--- src/rtl/hpdcache_mem_resp_read_upsizer.sv ---
// Narrow-to-wide read-response upsizer for the HPDcache refill port.
// Optional statistics counters are enabled by HPDCACHE_MEM_RESP_UPSIZER_STATS_EN.
module hpdcache_mem_resp_read_upsizer #(
    parameter int unsigned NARROW_W = 64,
    parameter int unsigned WIDE_W   = 512,
    parameter int unsigned ID_W     = 7
) (
    input  logic                clk_i,
    input  logic                rst_i,
    input  logic                in_valid_i,
    output logic                in_ready_o,
    input  logic [NARROW_W-1:0] in_data_i,
    input  logic [ID_W-1:0]     in_id_i,
    input  logic                in_error_i,
    input  logic                in_last_i,
    output logic                out_valid_o,
    input  logic                out_ready_i,
    output logic [WIDE_W-1:0]   out_data_o,
    output logic [ID_W-1:0]     out_id_o,
    output logic                out_error_o,
    output logic                out_last_o
`ifdef HPDCACHE_MEM_RESP_UPSIZER_STATS_EN
    ,
    output logic [31:0]         stat_words_o,
    output logic [31:0]         stat_stall_o
`endif
);

    localparam int unsigned RATIO = WIDE_W / NARROW_W;
    localparam int unsigned CNT_W = (RATIO > 1) ? $clog2(RATIO) : 1;
    localparam logic [CNT_W-1:0] LAST_LANE = CNT_W'(RATIO - 1);

    typedef enum logic {
        FILL,
        FULL
    } state_t;

    state_t              state;
    logic [CNT_W-1:0]    cnt;
    logic [WIDE_W-1:0]   asm_q;
    logic [WIDE_W-1:0]   merged;
    logic [ID_W-1:0]     id_q;
    logic                err_q;
    logic [ID_W-1:0]     word_id;
    logic                word_err;
    logic                complete;
    logic                stall;
    logic                accept;

    assign complete    = (cnt == LAST_LANE) || in_last_i;
    assign stall       = (state == FULL) && !out_ready_i;
    // Only the completing beat needs a free output register; earlier beats
    // of the next word keep flowing into the assembly buffer.
    assign in_ready_o  = !(stall && complete);
    assign accept      = in_valid_i && in_ready_o;
    assign out_valid_o = (state == FULL);

    assign word_id  = (cnt == '0) ? in_id_i : id_q;
    assign word_err = (cnt == '0) ? in_error_i : (err_q | in_error_i);

    always_comb begin
        merged = asm_q;
        merged[cnt*NARROW_W +: NARROW_W] = in_data_i;
    end

    always_ff @(posedge clk_i or posedge rst_i) begin
        if (rst_i) begin
            state       <= FILL;
            cnt         <= '0;
            asm_q       <= '0;
            id_q        <= '0;
            err_q       <= 1'b0;
            out_data_o  <= '0;
            out_id_o    <= '0;
            out_error_o <= 1'b0;
            out_last_o  <= 1'b0;
        end else begin
            if (accept && complete) begin
                state       <= FULL;
                out_data_o  <= merged;
                out_id_o    <= word_id;
                out_error_o <= word_err;
                out_last_o  <= in_last_i;
                asm_q       <= '0;
                cnt         <= '0;
            end else begin
                if (accept) begin
                    asm_q <= merged;
                    id_q  <= word_id;
                    err_q <= word_err;
                    cnt   <= cnt + CNT_W'(1);
                end
                if ((state == FULL) && out_ready_i) begin
                    state <= FILL;
                end
            end
        end
    end

    always_ff @(posedge clk_i) begin
        if (!rst_i && accept && (cnt != '0)) begin
            assert (in_id_i == id_q);
        end
    end

`ifdef HPDCACHE_MEM_RESP_UPSIZER_STATS_EN
    always_ff @(posedge clk_i or posedge rst_i) begin
        if (rst_i) begin
            stat_words_o <= '0;
            stat_stall_o <= '0;
        end else begin
            if (out_valid_o && out_ready_i && (stat_words_o != '1)) begin
                stat_words_o <= stat_words_o + 32'd1;
            end
            if (in_valid_i && !in_ready_o && (stat_stall_o != '1)) begin
                stat_stall_o <= stat_stall_o + 32'd1;
            end
        end
    end
`endif

endmodule

--- config.mk ---
export PLATFORM = sky130hd
export DESIGN_NAME = hpdcache_mem_resp_read_upsizer
export DESIGN_NICKNAME = d
export VERILOG_FILES = /design/src/rtl/hpdcache_mem_resp_read_upsizer.sv
export SDC_FILE = /design/constraint.sdc
export NUM_CORES = 2
export LEC_CHECK = 0
export CELL_PAD_IN_SITES_DETAIL_PLACEMENT = 0
export CELL_PAD_IN_SITES_GLOBAL_PLACEMENT = 1
export CORE_MARGIN = 3
export CORE_UTILIZATION = 35
export CTS_CLUSTER_SIZE = 40
export DETAILED_ROUTE_END_ITERATION = 8
export PLACE_DENSITY = 0.76
export REMOVE_ABC_BUFFERS = 1
export SYNTH_ARGS = -nofsm -noshare
export SYNTH_HDL_FRONTEND = slang
export SYNTH_SLANG_ARGS = --single-unit
--- constraint.sdc ---
create_clock -name clk_i -period 44.1 [get_ports clk_i]
set_input_delay 13.23 -clock clk_i [delete_from_list [all_inputs] [get_ports clk_i]]
set_output_delay 13.23 -clock clk_i [all_outputs]
set_load 0.05 [all_outputs]
=== After elaboration in Yosys (flattened, before gate mapping) ===
Cells that the tools add are included.

* $add $sub $neg: 2
* Eq/ne operators: 1
* Shifts and indexed selects: 2
* Multiplexer cells: 9
* Bitwise operators: 2
* Reduce and logical (&&, ||, !) cells: 12

{| class="wikitable"
|+ Operators with widths
! kind !! number
|-
| two-way mux 512 bit || 2
|-
| bitwise mux 512 bit || 1
|-
| variable shift 64 x 34 -> 512 bit, first input constant || 1
|-
| indexed part select 64 x 34 -> 512 bit || 1
|-
| negation 9 -> 34 bit || 1
|-
| two-way mux 7 bit || 1
|-
| two-way mux 3 bit || 2
|-
| logical AND 1 bit || 5
|-
| nonzero test 2 bit || 2
|-
| adder 3 x 1 -> 3 bit, second input constant || 1
|-
| == test 3 bit, second input constant || 1
|-
| logical NOT 3 bit || 1
|-
| two-way mux 1 bit || 3
|-
| logical NOT 1 bit || 2
|-
| AND reduction 2 bit || 1
|-
| logical OR 1 bit || 1
|-
| NOT 1 bit || 1
|-
| OR 1 bit || 1
|}

* Register bits: 1,045
* Bits of input ports: 77
* Output and inout port bits: 523
* Logic and storage cells: 37

=== Logic depth before layout (Yosys ltp) ===
* Word-level depth: 8
* Gate-level depth with buffers: 11
* Mapped depth without buffers: 7

=== Worst setup path after synthesis ===
OpenSTA, ideal clock, no wires.

* Path type: input to output
* From: input out_ready_i
* To: output in_ready_o
* Arrival time: 13.842 ns
* Required time: 30.870 ns
* Path slack: 17.028 ns
* Cell stages on the path: 2
* Buffers on the path: 0
* Cell sequence: nand2b_1 or2_2

* Cells in the longest elaborated chain, start to end: 4

{| class="wikitable"
|+ Ends and longest elaborated chain
! what !! RTL line !! RTL
|-
| start, declared || 17 || <nowiki>input logic out_ready_i,</nowiki>
|-
| logical NOT 1 bit || 51 || <nowiki>assign stall = (state == FULL) && !out_ready_i;</nowiki>
|-
| logical AND 1 bit || 51 ||
|-
| logical AND 1 bit || 54 || <nowiki>assign in_ready_o = !(stall && complete);</nowiki>
|-
| logical NOT 1 bit || 54 ||
|-
| end, declared || 11 || <nowiki>output logic in_ready_o,</nowiki>
|}

No other way between the ends.

=== Worst setup path after layout ===
Same ends and word-level chain as after synthesis.

==> results.sh <==
export IMPL_power_density_nw_per_um2=55.6
export IMPL_io_buffers=599
export IMPL_wl_um=154000
export IMPL_drtPass1Iterations=5
export IMPL_ys_seq_area_share_pct=61.6
export IMPL_syn_inst=3880
export IMPL_synth_edf_count=0
export IMPL_clock_fmax_mhz=35.6
export IMPL_grt_max_degree=196
export IMPL_initial_core_util_pct=35.3
export IMPL_grt_pass1_wl_um=229000
export IMPL_outcome="finished clean"
export IMPL_cts_buffers=111
export IMPL_finalMaxSlewViolations=0
export IMPL_critPathLaunch="out_ready_i"
export IMPL_worstRegToRegCells=9
export IMPL_leakage_nw=22.9
export IMPL_cts_hold_buf=0
export IMPL_avgRoutedWirePerCell_um=26.1
export IMPL_grt_pass1_vias=33544
export IMPL_cts_root_buf="clkbuf_16"
export IMPL_cp_end_kind="output port"
export IMPL_setup_viol=0
export IMPL_final_area_um2=52800
export IMPL_final_core_util_pct=44.0
export IMPL_antenna_found_initial=2
export IMPL_cts_tree="yes"
export IMPL_synth_top_cells_by_count="dfrtp_1, nor2_1, a21oi_1"
export IMPL_relSlewSlack_pct=18.1
export IMPL_arrival_ns=14.84
export IMPL_fin_crit_sh_pct=63.7
export IMPL_ys_warn_count=0
export IMPL_fill_cells=11350
export IMPL_placedCellCount=5670
export IMPL_holdWs_ns=0.485
export IMPL_crit_chain="clkdlybuf4s50_1 -> nand2b_1 -> or2_2 -> clkdlybuf4s50_1"
export IMPL_synth_seq_cells=1045
export IMPL_clkLatencyLatePin_ns=0.70
export IMPL_path_max_fanout=6
export IMPL_die_w_um=354
export IMPL_worst_clock_skew_ns=0.0251
export IMPL_ant_nets=0
export IMPL_worstPathRequired_ns=30.87
export IMPL_endpoint="in_ready_o"
export IMPL_io_pins=600
export IMPL_r2r_end="out_data_o[45]"
export IMPL_fin_cells=5874
export IMPL_crit_path_frequent_cell="clkdlybuf4s50_1"
export IMPL_place_ws_ns=16.02
export IMPL_timing_rr_start="cnt[0]"
export IMPL_dpl_cell_area_um2=49000
export IMPL_peakVddDrop_uv=33.7
export IMPL_syn_to_final_growth_pct=24.5
export IMPL_hpwl_um=86700
export IMPL_min_period_ns=28.07
export IMPL_netlist_area_leader_share_pct=61.6
export IMPL_critPathKind="primary input to output port"
export IMPL_post_synth_top_count_cell="dfrtp_1"
export IMPL_row_count=127
export IMPL_cts_buffer_depth=3
export IMPL_drive_gt1_share_pct=6.76
export IMPL_cpMaxStageDelayCell="clkdlybuf4s50_1"
export IMPL_synth_area_leaders="dfrtp_1, a22o_1, nor2_1, a221oi_1, a21oi_1"
export IMPL_path_clk_slew_ns=0.06
export IMPL_grt_usage_pct=23.9
export IMPL_gr_total_overflow=0
export IMPL_drt_iter0_markers=3430
export IMPL_power_total_mw=2.94
export IMPL_async_flop_share_pct=100
export IMPL_die_area_um2=125000
export IMPL_max_stage_delay_ns=0.70
export IMPL_core_area_um2=120000
export IMPL_tightest_slew_ns=1.23
export IMPL_synth_area_per_cell_um2=10.9
export IMPL_startpoint_type="primary input"
export IMPL_finalHoldViolCount=0
export IMPL_reg2reg_slack_ns=38.94
export IMPL_hold_path_class="flop to flop"
export IMPL_setup_slack_ns=16.03
export IMPL_cts_setup_buffers=0
export IMPL_synth_cell_type_count=43
export IMPL_drv_cap=0
export IMPL_routed_via_count=34153
export IMPL_die_h_um=354
export IMPL_rsz0062_at_grt="false"
export IMPL_cts_resized=0
export IMPL_synthesis_area_um2=42400
export IMPL_drc=0
export IMPL_htree_levels=3
export IMPL_synth_flop_cell="dfrtp_1"
export IMPL_yosysTopAreaCell="dfrtp_1"
export IMPL_hold_path_cell_count=2
export IMPL_via_per_inst=5.81
export IMPL_fin_tns_setup_ns=0
export IMPL_place_gp_congestion=0.758
export IMPL_clock_sinks=1045
export IMPL_final_nets=4255
report_power, final:
part           internal [mW]  leakage [nW]  switching [mW]
clock                  0.566          1.87           0.404
combinational          0.232          7.55           0.589
sequential              1.06          13.5          0.0855
total                   1.86          22.9            1.08
state kept, by name, summed over array words and instances, names as in the netlist:
name and count:
out_valid_o 1, cnt 3, err_q 1, id_q 7, out_data_o 512, asm_q 512
out_last_o 1, out_error_o 1, out_id_o 7
routing by layer:
metal,wire [µm],vias up,track usage (%)
li1,-,14640,-
met1,65200,17731,33.4
met2,72700,1531,38.1
met3,10800,251,3.59
met4,4800,0,8.08
met5,0,-,0
final cells by class:
cell class / count / area, µm² / area share, %
Sequential cell: 1045 / 26200 / 49.5
Multi-Input combinational cell: 2351 / 14400 / 27.2
Timing Repair Buffer: 656 / 6470 / 12.3
Clock buffer: 155 / 3200 / 6.07
Tap cell: 1612 / 2020 / 3.82
Clock inverter: 47 / 571 / 1.08
Inverter: 6 / 30.0 / 0.0569
Antenna cell: 2 / 5.00 / 0.00948
layout by cell type, fill, tap and decap left out, types with 4 or more instances in the layout:
cell type | Yosys | layout
dfrtp_1 | 1045 | 1045
nor2_1 | 787 | 787
clkdlybuf4s50_1 | 0 | 599
a21oi_1 | 407 | 407
a22o_1 | 401 | 401
a221oi_1 | 272 | 272
nand2_1 | 155 | 153
a32o_1 | 112 | 112
clkbuf_16 | 0 | 112
a32oi_1 | 56 | 56
nand3_1 | 58 | 56
buf_4 | 22 | 53
clkinv_2 | 0 | 26
clkbuf_8 | 0 | 24
clkbuf_1 | 229 | 19
o21ai_0 | 12 | 12
bufinv_16 | 0 | 10
a31oi_1 | 9 | 9
nor2b_1 | 8 | 8
and3_1 | 10 | 8
mux2i_1 | 7 | 7
mux2_2 | 7 | 7
ha_1 | 7 | 7
nor2_4 | 1 | 6
a21o_4 | 0 | 5
inv_1 | 6 | 5
and2_4 | 0 | 4
buf_12 | 0 | 4
worst max-delay path, delay by kind of cell:
kind | cells | cell delay [ns]
and+or+nand+nor | 2 | 0.52
buffers and inverters | 2 | 1.09
cells by family (layout without fill, tap and decap cells):
family / Yosys count / count (layout) / share of synthesized area (%)
compound gates: 1280 / 1280 / 23.0
mux: 14 / 14 / 0.351
other cells: 0 / 2 / 0
fa+ha+maj: 7 / 7 / 0.206
simple gates: 1050 / 1050 / 9.86
flops: 1045 / 1045 / 61.6
buf+inv: 484 / 864 / 4.97
worst min path at each step:
stage                      startpoint          end
after floorplan            asm_q[384]   asm_q[384]
after global placement    out_id_o[6]  out_id_o[6]
after detailed placement  out_id_o[6]  out_id_o[6]
after CTS                 out_id_o[6]  out_id_o[6]
after global routing       asm_q[442]   asm_q[442]
final                     out_id_o[0]  out_id_o[0]
No activity file was read; power rests on OpenSTA's default activity.
